File: config.mk
export PLATFORM = sky130hd
export DESIGN_NAME = job_responder_flat
export DESIGN_NICKNAME = d
export VERILOG_FILES = /design/src/rtl/job_responder_pkg.sv /design/src/rtl/job_responder_if.sv /design/src/rtl/job_responder_stat.sv /design/src/rtl/job_responder.sv /design/src/flat_wrapper.sv
export SDC_FILE = /design/constraint.sdc
export NUM_CORES = 1
export LEC_CHECK = 0
export BUFFER_PORTS_ARGS = -buffer_cell sky130_fd_sc_hd__buf_2
export CAP_MARGIN = 20
export CORE_UTILIZATION = 37
export CTS_CLUSTER_SIZE = 8
export DETAILED_ROUTE_END_ITERATION = 10
export PLACE_DENSITY = 0.68
export SLEW_MARGIN = 0
export SYNTH_ARGS = -nofsm -noshare
export SYNTH_HDL_FRONTEND = slang
export SYNTH_SLANG_ARGS = --single-unit
export TNS_END_PERCENT = 20
File: constraint.sdc
create_clock -name clk -period 6.3 [get_ports clk]
set_input_delay 1.26 -clock clk [delete_from_list [all_inputs] [get_ports clk]]
set_output_delay 1.26 -clock clk [all_outputs]
set_load 0.01 [all_outputs]
File: src/rtl/job_responder_pkg.sv
`default_nettype none
// ============================================================================
//  Module      : job_resp_pkg
//  Description : Shared state encoding and default widths for the job
//                responder slice.
//  Revision    : 1.0 - initial release
// ============================================================================
package job_resp_pkg;

    localparam int c_STATE_W = 2;
    localparam int c_CNT_W   = 4;
    localparam int c_STAT_W  = 8;

    // The unused encoding 2'd3 is recovered to IDLE by the FSM.
    typedef enum logic [c_STATE_W-1:0] {
        IDLE = 2'd0,
        RUN  = 2'd1,
        COOL = 2'd2
    } state_t;

`ifndef SYNTHESIS
    // Readable state name for waveform / debug viewing.
    function automatic string state_name(state_t s);
        case (s)
            IDLE:    return "IDLE";
            RUN:     return "RUN";
            COOL:    return "COOL";
            default: return "ILLEGAL";
        endcase
    endfunction
`endif

endpackage : job_resp_pkg
`default_nettype wire

File: src/rtl/job_responder_if.sv
`default_nettype none
// ============================================================================
//  Module      : job_responder_if
//  Description : Enter/exit job handshake bundle between an initiator and
//                the job responder.
//  Revision    : 1.0 - initial release
// ============================================================================
interface job_responder_if
    import job_resp_pkg::*;
#(
    parameter int CNT_W  = c_CNT_W,
    parameter int STAT_W = c_STAT_W
) ();

    logic              enter;
    logic [CNT_W-1:0]  len;
    logic              abort;
    logic              clr_ovr;
    logic              busy;
    logic              exit;
    logic              aborted;
    logic [CNT_W-1:0]  cnt;
    logic [STAT_W-1:0] done_cnt;
    logic              overrun;

    modport master (
        output enter, len, abort, clr_ovr,
        input  busy, exit, aborted, cnt, done_cnt, overrun
    );

    modport slave (
        input  enter, len, abort, clr_ovr,
        output busy, exit, aborted, cnt, done_cnt, overrun
    );

endinterface : job_responder_if
`default_nettype wire

File: src/rtl/job_responder_stat.sv
`default_nettype none
// ============================================================================
//  Module      : job_resp_stat
//  Description : Completed-job tally and sticky overrun flag.
//  Revision    : 1.0 - initial release
// ============================================================================
module job_resp_stat
    import job_resp_pkg::*;
#(
    parameter int STAT_W = c_STAT_W
) (
    input  wire logic              clk,
    input  wire logic              rst,
    input  wire logic              i_exit,
    input  wire logic              i_enter,
    input  wire logic              i_not_idle,
    input  wire logic              i_clr_ovr,
    output logic      [STAT_W-1:0] o_done_cnt,
    output logic                   o_overrun
);

    logic [STAT_W-1:0] r_done_cnt;
    logic              r_overrun;

    // Count completed jobs; wraps naturally at the counter width.
    always_ff @(posedge clk) begin
        if (rst) begin
            r_done_cnt <= '0;
        end else if (i_exit) begin
            r_done_cnt <= r_done_cnt + 1'b1;
        end
    end

    // Sticky overrun: a request while busy sets it, and a set beats a clear.
    always_ff @(posedge clk) begin
        if (rst) begin
            r_overrun <= 1'b0;
        end else if (i_enter && i_not_idle) begin
            r_overrun <= 1'b1;
        end else if (i_clr_ovr) begin
            r_overrun <= 1'b0;
        end
    end

    assign o_done_cnt = r_done_cnt;
    assign o_overrun  = r_overrun;

endmodule : job_resp_stat
`default_nettype wire

File: src/rtl/job_responder.sv
`default_nettype none
// ============================================================================
//  Module      : job_responder
//  Description : Responder end of the enter/exit job handshake. Loads a
//                terminal count, counts once per cycle and strobes exit on
//                completion; supports abort, overrun flagging and a tally.
//  Revision    : 1.0 - initial release
// ============================================================================
module job_responder
    import job_resp_pkg::*;
#(
    parameter int CNT_W  = c_CNT_W,
    parameter int STAT_W = c_STAT_W
) (
    input  wire logic       clk,
    input  wire logic       rst,
    job_responder_if.slave  bus
);

    state_t            r_state;
    state_t            w_nextstate;
    logic              w_exit;
    logic [CNT_W-1:0]  r_cnt;
    logic [CNT_W-1:0]  r_len_q;
    logic              r_busy;
    logic              r_aborted;
    logic [STAT_W-1:0] w_done_cnt;
    logic              w_overrun;
    logic              w_not_idle;

    // Next-state decode and the combinational completion strobe; abort wins
    // over a coincident terminal count so no exit is seen on an aborted job.
    always_comb begin
        w_nextstate = IDLE;
        w_exit      = 1'b0;
        case (r_state)
            IDLE: begin
                w_nextstate = bus.enter ? RUN : IDLE;
            end
            RUN: begin
                if (bus.abort) begin
                    w_nextstate = IDLE;
                end else if (r_cnt >= r_len_q) begin
                    w_nextstate = COOL;
                    w_exit      = 1'b1;
                end else begin
                    w_nextstate = RUN;
                end
            end
            COOL: begin
                w_nextstate = IDLE;
            end
            default: begin
                w_nextstate = IDLE;
            end
        endcase
    end

    // State register and registered outputs, all keyed on the next state.
    always_ff @(posedge clk) begin
        if (rst) begin
            r_state   <= IDLE;
            r_cnt     <= '0;
            r_len_q   <= '0;
            r_busy    <= 1'b0;
            r_aborted <= 1'b0;
        end else begin
            r_state   <= w_nextstate;
            r_busy    <= (w_nextstate == RUN) || (w_nextstate == COOL);
            r_aborted <= 1'b0;
            case (r_state)
                IDLE: begin
                    if (w_nextstate == RUN) begin
                        r_len_q <= bus.len;
                        r_cnt   <= '0;
                    end
                end
                RUN: begin
                    if (w_nextstate == RUN) begin
                        r_cnt <= r_cnt + 1'b1;
                    end else begin
                        // Leaving RUN straight to IDLE can only be an abort.
                        r_cnt     <= '0;
                        r_aborted <= (w_nextstate == IDLE);
                    end
                end
                default: begin
                    r_cnt <= '0;
                end
            endcase
        end
    end

    assign w_not_idle = (r_state != IDLE);

    job_resp_stat #(
        .STAT_W (STAT_W)
    ) u_stat (
        .clk        (clk),
        .rst        (rst),
        .i_exit     (w_exit),
        .i_enter    (bus.enter),
        .i_not_idle (w_not_idle),
        .i_clr_ovr  (bus.clr_ovr),
        .o_done_cnt (w_done_cnt),
        .o_overrun  (w_overrun)
    );

    assign bus.busy     = r_busy;
    assign bus.exit     = w_exit;
    assign bus.aborted  = r_aborted;
    assign bus.cnt      = r_cnt;
    assign bus.done_cnt = w_done_cnt;
    assign bus.overrun  = w_overrun;

`ifndef SYNTHESIS
    // Debug-only state name for waveform viewing.
    string w_state_name_unused;
    always_comb begin
        w_state_name_unused = state_name(r_state);
    end
`endif

endmodule : job_responder
`default_nettype wire
File: src/flat_wrapper.sv
// flat-port wrapper written by rule: the top's interface ports become plain ports
module job_responder_flat import job_resp_pkg::*;
#(
    parameter int CNT_W  = c_CNT_W,
    parameter int STAT_W = c_STAT_W
)
  (clk, rst, bus_enter, bus_len, bus_abort, bus_clr_ovr, bus_busy, bus_exit, bus_aborted, bus_cnt, bus_done_cnt, bus_overrun);
  job_responder_if #(.CNT_W(CNT_W), .STAT_W(STAT_W)) bus_i ();
  input  wire logic clk;
  input  wire logic rst;
  input wire logic [$bits(bus_i.enter)-1:0] bus_enter;
  input wire logic [$bits(bus_i.len)-1:0] bus_len;
  input wire logic [$bits(bus_i.abort)-1:0] bus_abort;
  input wire logic [$bits(bus_i.clr_ovr)-1:0] bus_clr_ovr;
  output wire logic [$bits(bus_i.busy)-1:0] bus_busy;
  output wire logic [$bits(bus_i.exit)-1:0] bus_exit;
  output wire logic [$bits(bus_i.aborted)-1:0] bus_aborted;
  output wire logic [$bits(bus_i.cnt)-1:0] bus_cnt;
  output wire logic [$bits(bus_i.done_cnt)-1:0] bus_done_cnt;
  output wire logic [$bits(bus_i.overrun)-1:0] bus_overrun;
  assign bus_i.enter = bus_enter;
  assign bus_i.len = bus_len;
  assign bus_i.abort = bus_abort;
  assign bus_i.clr_ovr = bus_clr_ovr;
  assign bus_busy = bus_i.busy;
  assign bus_exit = bus_i.exit;
  assign bus_aborted = bus_i.aborted;
  assign bus_cnt = bus_i.cnt;
  assign bus_done_cnt = bus_i.done_cnt;
  assign bus_overrun = bus_i.overrun;
  job_responder #(.CNT_W(CNT_W), .STAT_W(STAT_W)) u_core (.clk(clk), .rst(rst), .bus(bus_i));
endmodule
==> flow_metrics.env, run 1 <==
export IMPL_synth_seq_cells=21
export IMPL_min_period_ns=3.43
export IMPL_grt_total_usage_pct=13.1
export IMPL_arrival_ns=2.17
export IMPL_final_nets=159
export IMPL_grt_max_degree=19
export IMPL_utilization_pct=47.1
export IMPL_multi_input_area_um2=592
export IMPL_max_slew_margin_pct=69.3
export IMPL_netlist_area_um2=1050
export IMPL_clkTransAtPathRegs_ns=0.12
export IMPL_portBuffers=24
export IMPL_clock_path_buffers=2
export IMPL_ctsHoldBuffers=0
export IMPL_ys_types=32
export IMPL_fin_skew_ns=0.00359
export IMPL_core_area_um2=2590
export IMPL_cts_max_level=1
export IMPL_grt_pass1_wl_um=3280
export IMPL_worstPathRequired_ns=5.04
export IMPL_grt_pass1_vias=803
export IMPL_start_kind="flip-flop"
export IMPL_die_area_um2=3060
export IMPL_r2r_start="u_core.bus.cnt[0]"
export IMPL_min_path_type="reg2reg"
export IMPL_synth_nets=134
export IMPL_dp_hpwl_um=1400
export IMPL_synth_ff_type="dfxtp_1"
export IMPL_synth_avg_cell_area_um2=9.00
export IMPL_reg2reg_to="u_core.r_len_q[0]"
export IMPL_clock_sinks=21
export IMPL_antenna_found_initial=0
export IMPL_tns_ns=0
export IMPL_cp_end_kind="output pin"
export IMPL_min_to="u_core.u_stat.o_overrun"
export IMPL_postCtsSetupRepairBufs=0
export IMPL_final_common_cell="nor2_1"
export IMPL_wl_per_cell_um=10.8
export IMPL_die_x_um=55.4
export IMPL_antenna_diode_count=0
export IMPL_cts_resized=0
export IMPL_drtIter0Drc=17
export IMPL_drv_cap=0
export IMPL_gp_congestion=0.773
export IMPL_io_pin_count=25
export IMPL_start_util_pct=40.7
export IMPL_reg2reg_depth=11
export IMPL_worst_slew_pin_slew_ns=0.458
export IMPL_p_total_uw=242
export IMPL_p_per_area_nw_per_um2=199
export IMPL_layout_common_cells="nor2_1, buf_2, dfxtp_1"
export IMPL_yosysWarnings=0
export IMPL_report_final_hold_viol_count=0
export IMPL_cts_made_buffers=3
export IMPL_hold_slack_ns=0.479
export IMPL_layout_drive_gt1_share_pct=27.0
export IMPL_insertion_delay_ns=0.29
export IMPL_wl_um=1850
export IMPL_critPathMaxFanout=7
export IMPL_ant_nets=0
export IMPL_setup_viol=0
export IMPL_num_vias=845
export IMPL_holdPathStages=2
export IMPL_vdd_drop_max_mv=0.117
export IMPL_dieHeight_um=55.4
export IMPL_row_count=18
export IMPL_hp_start="u_core.u_stat.o_overrun"
export IMPL_timing_final_crit_share_pct=54.5
export IMPL_ys_seq_area_share_pct=39.9
export IMPL_dr_pass1_iters=4
export IMPL_rsz0062_at_grt="no"
export IMPL_slew_violations=0
export IMPL_clock_fmax_mhz=291
export IMPL_cts_tree="done"
export IMPL_status="completed"
export IMPL_synth_edf_count=0
export IMPL_drc=0
export IMPL_seq_area_um2=420
export IMPL_critical_path_class="reg2out"
export IMPL_overflow=0
export IMPL_netlist_instances=117
export IMPL_p_leak_uw=0.000548
export IMPL_synthArstFlopShare_pct=0
export IMPL_fill_cells=264
export IMPL_viasPerCell=4.94
export IMPL_ff2ff_setup_slack_ns=3.39
export IMPL_root_buffer="clkbuf_4"
export IMPL_syn2layout_area_growth_pct=15.7
## final cells by class
cell class              count  share of cell area [%]
repair buffers             24                    9.86
flip-flops and latches     21                    34.5
clock buffers               4                    2.16
multi-input cells          86                    48.6
well taps                  30                    3.08
inverters                   6                    1.85
## synth_stat cells, types with 3 or more instances
cell type	count	area share, %
nor2b_1	3	1.8
xnor2_1	5	4.2
clkbuf_1	3	1.1
a21oi_1	8	3.8
nand4_1	5	3.0
nor3_1	4	1.9
dfxtp_1	21	40
o21ai_0	3	1.4
nor2_1	25	8.9
ha_1	8	9.5
nand2_1	4	1.4
inv_1	5	1.8
## state kept, by name, indices dropped and copies added, names as in the netlist
name,count
u_core.bus.aborted,1
u_core.bus.busy,1
u_core.r_state,2
u_core.u_stat.o_overrun,1
u_core.r_len_q,4
u_core.bus.cnt,4
u_core.u_stat.o_done_cnt,8
## worst max-delay path: stages (launching register included)
cell and delay, ns:
dfxtp_1 0.45, inv_1 0.07, ha_1 0.29, nand2b_4 0.15, a2111oi_4 0.46, nor2_1 0.14
nand2_2 0.12, inv_2 0.07, buf_2 0.14
## power breakdown
group	switching, uW	internal (uW)
Clock	39.7	24.6
Combinational	20.0	16.7
Sequential	3.70	137
## worst max-delay path by stage
stage               endpoint  depth (start not counted)               from  slack [ns]
floorplan           bus_exit                          3          bus_abort        3.31
global placement    bus_exit                          5          bus_abort        3.03
global route        bus_exit                          8  u_core.bus.cnt[0]        2.73
CTS                 bus_exit                          8  u_core.bus.cnt[0]        2.85
detailed placement  bus_exit                          5          bus_abort        3.02
finish              bus_exit                          8  u_core.bus.cnt[0]        2.87
## layer usage
layer	wire (um)	global-route usage, %	part of all wire (%)
met1	920	16.2	50
met2	839	22.2	45
met3	75	2.34	4.0
met4	17	5.36	0.92
met5	0	0	0
## per-stage QoR
stage                     cells  instance area, um2  setup slack [ns]
after global placement      167                1190              3.03
after global routing        171                1220              2.73
after floorplan             117                1050              3.31
after detailed placement    167                1190              3.02
after CTS                   171                1220              2.85
final                       171                1220              2.87
## cell families (layout without fill, tap and decap cells)
family	count (synthesis)	count (layout)	share of synthesized area (%)
adder cells (fa/ha/maj)	8	8	9.50
XOR/XNOR	5	5	4.16
flip-flops	21	21	39.9
AND/OR/NAND/NOR	54	54	28.1
multiplexers	4	4	4.39
buffers and inverters	10	34	3.92
AO/OA/AOI/OAI	15	15	9.98
Note: power is estimated with default switching activity, not from simulation.
==> run 2: changes to the inputs <==
--- a/config.mk
+++ b/config.mk
@@ -10,7 +10,7 @@
 export CORE_UTILIZATION = 37
 export CTS_CLUSTER_SIZE = 8
 export DETAILED_ROUTE_END_ITERATION = 10
-export PLACE_DENSITY = 0.68
+export PLACE_DENSITY = 0.7
 export SLEW_MARGIN = 0
 export SYNTH_ARGS = -nofsm -noshare
 export SYNTH_HDL_FRONTEND = slang
==> constraint.sdc (replaced) <==
create_clock -name clk -period 2.96 [get_ports clk]
set_input_delay 0.592 -clock clk [delete_from_list [all_inputs] [get_ports clk]]
set_output_delay 0.592 -clock clk [all_outputs]
set_load 0.01 [all_outputs]
==> flow_metrics.env, run 2 (synthesis gave the netlist of run 1 again) <==
export IMPL_status="completed"
export IMPL_fill_cells=258
export IMPL_p_leak_uw=0.000562
export IMPL_largest_reg_flops=8
export IMPL_clock_path_buffers=2
export IMPL_reg2reg_depth=11
export IMPL_seq_area_um2=422
export IMPL_p_sw_share_pct=26.9
export IMPL_insertion_delay_ns=0.31
export IMPL_die_area_um2=3060
export IMPL_layout_drive_gt1_share_pct=29.4
export IMPL_ant_nets=0
export IMPL_syn2layout_area_growth_pct=17.9
export IMPL_vdd_drop_max_mv=0.256
export IMPL_power_frac_comb_pct=16.5
export IMPL_crit_path_top_delay_cell="dfxtp_2"
export IMPL_max_slew_margin_pct=74.8
export IMPL_drc=0
export IMPL_postCtsSetupRepairBufs=0
export IMPL_dp_hpwl_um=1540
export IMPL_dieHeight_um=55.4
export IMPL_drv_cap=0
export IMPL_clockPowerShare_pct=26.3
export IMPL_start_util_pct=40.7
export IMPL_core_area_um2=2590
export IMPL_root_buffer="clkbuf_4"
export IMPL_viasPerCell=5.10
export IMPL_clock_sinks=21
export IMPL_drtIter0Drc=11
export IMPL_layout_common_cells="nor2_1, buf_2, dfxtp_1"
export IMPL_grt_pass1_wl_um=3410
export IMPL_fin_skew_ns=0.0160
export IMPL_worst_slew_pin_slew_ns=0.378
export IMPL_row_count=18
export IMPL_io_pin_count=25
export IMPL_p_int_uw=384
export IMPL_critical_path_class="reg2reg"
export IMPL_multi_input_area_um2=598
export IMPL_arrival_ns=2.89
export IMPL_hp_start="u_core.u_stat.o_overrun"
export IMPL_gp_congestion=0.787
export IMPL_min_period_ns=2.68
export IMPL_critPathMaxFanout=7
export IMPL_num_vias=883
export IMPL_clkTransAtPathRegs_ns=0.12
export IMPL_final_nets=161
export IMPL_wl_um=2020
export IMPL_slowest_delay_ns=0.41
export IMPL_reg2reg_to="u_core.r_len_q[0]"
export IMPL_ff2ff_setup_slack_ns=0.28
export IMPL_r2r_start="u_core.bus.cnt[0]"
export IMPL_grt_max_degree=19
export IMPL_p_switching_uw=142
export IMPL_holdPathStages=2
export IMPL_p_per_area_nw_per_um2=423
export IMPL_rsz0062_at_grt="no"
export IMPL_path_cells="inv_1 -> ha_1 -> nand2b_4 -> a2111oi_4 -> nor2_1 -> a2bb2oi_1 -> nor2_1 -> ha_1 -> nor3b_4 -> mux2i_1 -> nor2_1"
export IMPL_slew_violations=0
export IMPL_overflow=0
export IMPL_cts_max_level=1
export IMPL_start_kind="flip-flop"
export IMPL_portBuffers=24
export IMPL_report_final_hold_viol_count=0
export IMPL_cp_end_kind="flip-flop"
export IMPL_grt_total_usage_pct=13.9
export IMPL_seqPwrFrac_pct=57.3
export IMPL_timing_final_crit_share_pct=90.4
export IMPL_clock_fmax_mhz=374
export IMPL_cts_made_buffers=3
export IMPL_worstPathRequired_ns=3.17
export IMPL_grt_pass1_vias=821
export IMPL_min_path_type="reg2reg"
export IMPL_final_cell_area_um2=1240
export IMPL_dr_pass1_iters=4
export IMPL_final_common_cell="nor2_1"
export IMPL_dpl_instance_area_um2=1210
export IMPL_cts_tree="done"
export IMPL_crit_top_cell="nor2_1"
export IMPL_ctsHoldBuffers=0
export IMPL_tns_ns=0
export IMPL_setup_viol=0
export IMPL_antenna_found_initial=0
export IMPL_cts_resized=0
export IMPL_wl_per_cell_um=11.7
export IMPL_min_to="u_core.u_stat.o_overrun"
export IMPL_die_x_um=55.4
export IMPL_antenna_diode_count=0
run 2: power groups by stage:
stage	clock network, uW	registers [uW]	logic (uW)
after floorplan	0	306	61.6
after global placement	0	306	82.2
after detailed placement	0	307	85.4
after CTS	145	301	85.8
after global routing	156	303	97.6
final	138	301	86.7
run 2: metal layers:
layer  global-route usage (%)  part of all wire [%]
met2                     24.6                    49
met3                     4.68                   4.8
met1                     15.1                    45
met5                        0                     0
met4                     5.36                   1.3
run 2: worst max-delay path by stage:
stage                           start                 to  slack, ns
floorplan           u_core.bus.cnt[0]  u_core.r_len_q[0]       0.26
global placement    u_core.bus.cnt[0]  u_core.r_len_q[0]       0.29
detailed placement  u_core.bus.cnt[0]  u_core.r_len_q[0]       0.14
CTS                 u_core.bus.cnt[0]  u_core.r_len_q[0]       0.12
global route        u_core.bus.cnt[0]  u_core.r_len_q[3]       0.03
finish              u_core.bus.cnt[0]  u_core.r_len_q[0]       0.28
run 2: final cells by class:
cell class | count | share of cell area (%)
multi-input cells | 86 | 48.1
flip-flops and latches | 21 | 33.9
repair buffers | 26 | 10.9
well taps | 30 | 3.02
clock buffers | 3 | 1.81
inverters | 6 | 1.81
clock inverters | 1 | 0.403
run 2: worst max-delay path: cells and delay by family (launching register included):
family                     cells  cell delay (ns)
DFF                            1             0.41
muxes                          1             0.24
AOI/OAI and AO/OA              2             0.53
buffers and inverters          1             0.06
adders and majority gates      2             0.54
and+or+nand+nor                5             0.81
run 2: stage by stage:
| step | util, % | std cells | worst slack (ns) | total power, uW | hold slack (ns) |
|---|---|---|---|---|---|
| after global routing | 48.0 | 173 | 0.0302 | 557 | 0.508 |
| final | 48.0 | 173 | 0.284 | 526 | 0.477 |
| after detailed placement | 46.6 | 169 | 0.142 | 393 | 0.460 |
| after floorplan | - | 117 | 0.256 | 367 | 0.465 |
| after global placement | 46.6 | 169 | 0.286 | 389 | 0.458 |
| after CTS | 47.7 | 173 | 0.116 | 531 | 0.480 |
==> run 3: changes to the inputs <==
--- a/config.mk
+++ b/config.mk
@@ -11,6 +11,7 @@
 export CTS_CLUSTER_SIZE = 8
 export DETAILED_ROUTE_END_ITERATION = 10
 export PLACE_DENSITY = 0.7
+export SETUP_SLACK_MARGIN = 0.3
 export SLEW_MARGIN = 0
 export SYNTH_ARGS = -nofsm -noshare
 export SYNTH_HDL_FRONTEND = slang
==> flow_metrics.env, run 3 (synthesis gave the netlist of run 1 again) <==
export IMPL_holdPathStages=2
export IMPL_wl_per_cell_um=11.7
export IMPL_met1_usage_pct=15.1
export IMPL_report_final_hold_viol_count=0
export IMPL_p_leak_uw=0.000574
export IMPL_max_slew_margin_pct=74.3
export IMPL_clock_path_buffers=2
export IMPL_io_pin_count=25
export IMPL_grt_pass1_wl_um=3460
export IMPL_p_per_area_nw_per_um2=420
export IMPL_fin_skew_ns=0.00250
export IMPL_insertion_delay_ns=0.30
export IMPL_p_switching_uw=143
export IMPL_layout_common_cells="buf_2, nor2_1, dfxtp_1"
export IMPL_dp_cells=168
export IMPL_dr_pass1_iters=4
export IMPL_grt_max_degree=19
export IMPL_grt_pass1_vias=854
export IMPL_die_x_um=55.4
export IMPL_tns_ns=0
export IMPL_start_kind="flip-flop"
export IMPL_final_nets=164
export IMPL_drtIter0Drc=19
export IMPL_row_count=18
export IMPL_clock_sinks=21
export IMPL_reg2reg_to="u_core.r_len_q[0]"
export IMPL_power_frac_comb_pct=17.7
export IMPL_slew_violations=0
export IMPL_min_path_type="reg2reg"
export IMPL_dieHeight_um=55.4
export IMPL_viasPerCell=5.13
export IMPL_met3_usage_pct=5.15
export IMPL_cts_made_buffers=3
export IMPL_dp_hpwl_um=1530
export IMPL_portBuffers=24
export IMPL_antenna_diode_count=0
export IMPL_cts_max_level=1
export IMPL_syn2layout_area_growth_pct=20.9
export IMPL_setup_viol=0
export IMPL_layout_drive_gt1_share_pct=32.2
export IMPL_critPathMaxFanout=7
export IMPL_core_area_um2=2590
export IMPL_ctsHoldBuffers=0
export IMPL_cp_end_kind="output pin"
export IMPL_clock_fmax_mhz=398
export IMPL_final_common_cell="buf_2"
export IMPL_p_sw_share_pct=26.7
export IMPL_gp_congestion=0.706
export IMPL_fin_cells=176
export IMPL_arrival_ns=1.92
export IMPL_r2r_start="u_core.bus.cnt[0]"
export IMPL_clockPowerShare_pct=26.1
export IMPL_critical_path_class="reg2out"
export IMPL_largest_reg_flops=8
export IMPL_ff2ff_setup_slack_ns=0.48
export IMPL_worstSetupStartpoint="u_core.bus.cnt[0]"
export IMPL_rsz0062_at_grt="yes"
export IMPL_status="completed"
export IMPL_wl_um=2060
export IMPL_min_period_ns=2.52
export IMPL_start_util_pct=40.7
export IMPL_worst_slew_pin_slew_ns=0.385
export IMPL_drv_cap=0
export IMPL_root_buffer="clkbuf_4"
export IMPL_vdd_drop_max_mv=0.322
export IMPL_endpoint="bus_exit"
export IMPL_die_area_um2=3060
export IMPL_hp_start="u_core.u_stat.o_overrun"
export IMPL_drc=0
export IMPL_grt_total_usage_pct=14.1
export IMPL_worstPathRequired_ns=2.37
export IMPL_p_int_uw=392
export IMPL_grtUsageMet2_pct=25.1
export IMPL_overflow=0
export IMPL_num_vias=902
export IMPL_cts_tree="done"
export IMPL_ant_nets=0
export IMPL_seqPwrFrac_pct=56.2
export IMPL_reg2reg_depth=11
export IMPL_grt_busiest_layer="met2"
export IMPL_clkTransAtPathRegs_ns=0.11
export IMPL_antenna_found_initial=0
export IMPL_timing_final_crit_share_pct=85.0
==> run 3: final cells by class <==
class / instances / area, um2
fill: 248 / 1320
inverter: 6 / 22.5
clock buffer: 4 / 26.3
tap: 30 / 37.5
timing repair buffer: 29 / 158
multi-input combinational: 86 / 606
sequential: 21 / 424
==> run 3: layer usage <==
layer  wire, um  vias up
met4         21        0
met2       1060       22
li1           -      454
met3        100        4
met1        871      422
met5          0        -
==> run 3: power groups by stage <==
| stage | Clock, uW | Sequential [uW] | Combinational [uW] |
|---|---|---|---|
| global route | 153 | 302 | 106 |
| finish | 139 | 301 | 94.8 |
| CTS | 146 | 301 | 86.9 |
| detailed placement | 0 | 307 | 83.8 |
| floorplan | 0 | 306 | 63.6 |
| global placement | 0 | 307 | 81.1 |
==> run 3: critical path, cell delays in order (launching register included) <==
cell	delay, ns
dfxtp_4	0.40
inv_1	0.05
ha_1	0.28
nand2b_4	0.15
a2111oi_4	0.32
nor2_2	0.09
nand2_2	0.12
inv_2	0.07
buf_2	0.14
==> run 3: per-stage QoR <==
stage | setup slack [ns] | hold slack, ns | total power (uW) | cell area (um2) | utilization [%]
floorplan | 0.309 | 0.465 | 370 | 1060 | -
global placement | 0.365 | 0.458 | 388 | 1210 | 46.6
detailed placement | 0.209 | 0.471 | 391 | 1210 | 46.6
CTS | 0.314 | 0.489 | 534 | 1240 | 48.0
global route | 0.279 | 0.510 | 561 | 1270 | 49.2
finish | 0.444 | 0.484 | 535 | 1270 | 49.2
==> run 3: worst min path at each step <==
stage                              end  slack [ns]
4_1_cts        u_core.u_stat.o_overrun        0.49
5_1_grt        u_core.u_stat.o_overrun        0.51
6_report       u_core.u_stat.o_overrun        0.48
3_5_place_dp   u_core.u_stat.o_overrun        0.47
2_1_floorplan        u_core.r_len_q[0]        0.46
3_3_place_gp   u_core.u_stat.o_overrun        0.46
==> run 3: repair_timing <==
| action | 4_1_cts | 5_1_grt |
|---|---|---|
| pin swaps | 0 | 2 |
| buffers inserted | 1 | 3 |
| endpoints found under the setup margin | 5 | 5 |
| gates cloned | 0 | 0 |
| resized for setup | 2 | 3 |
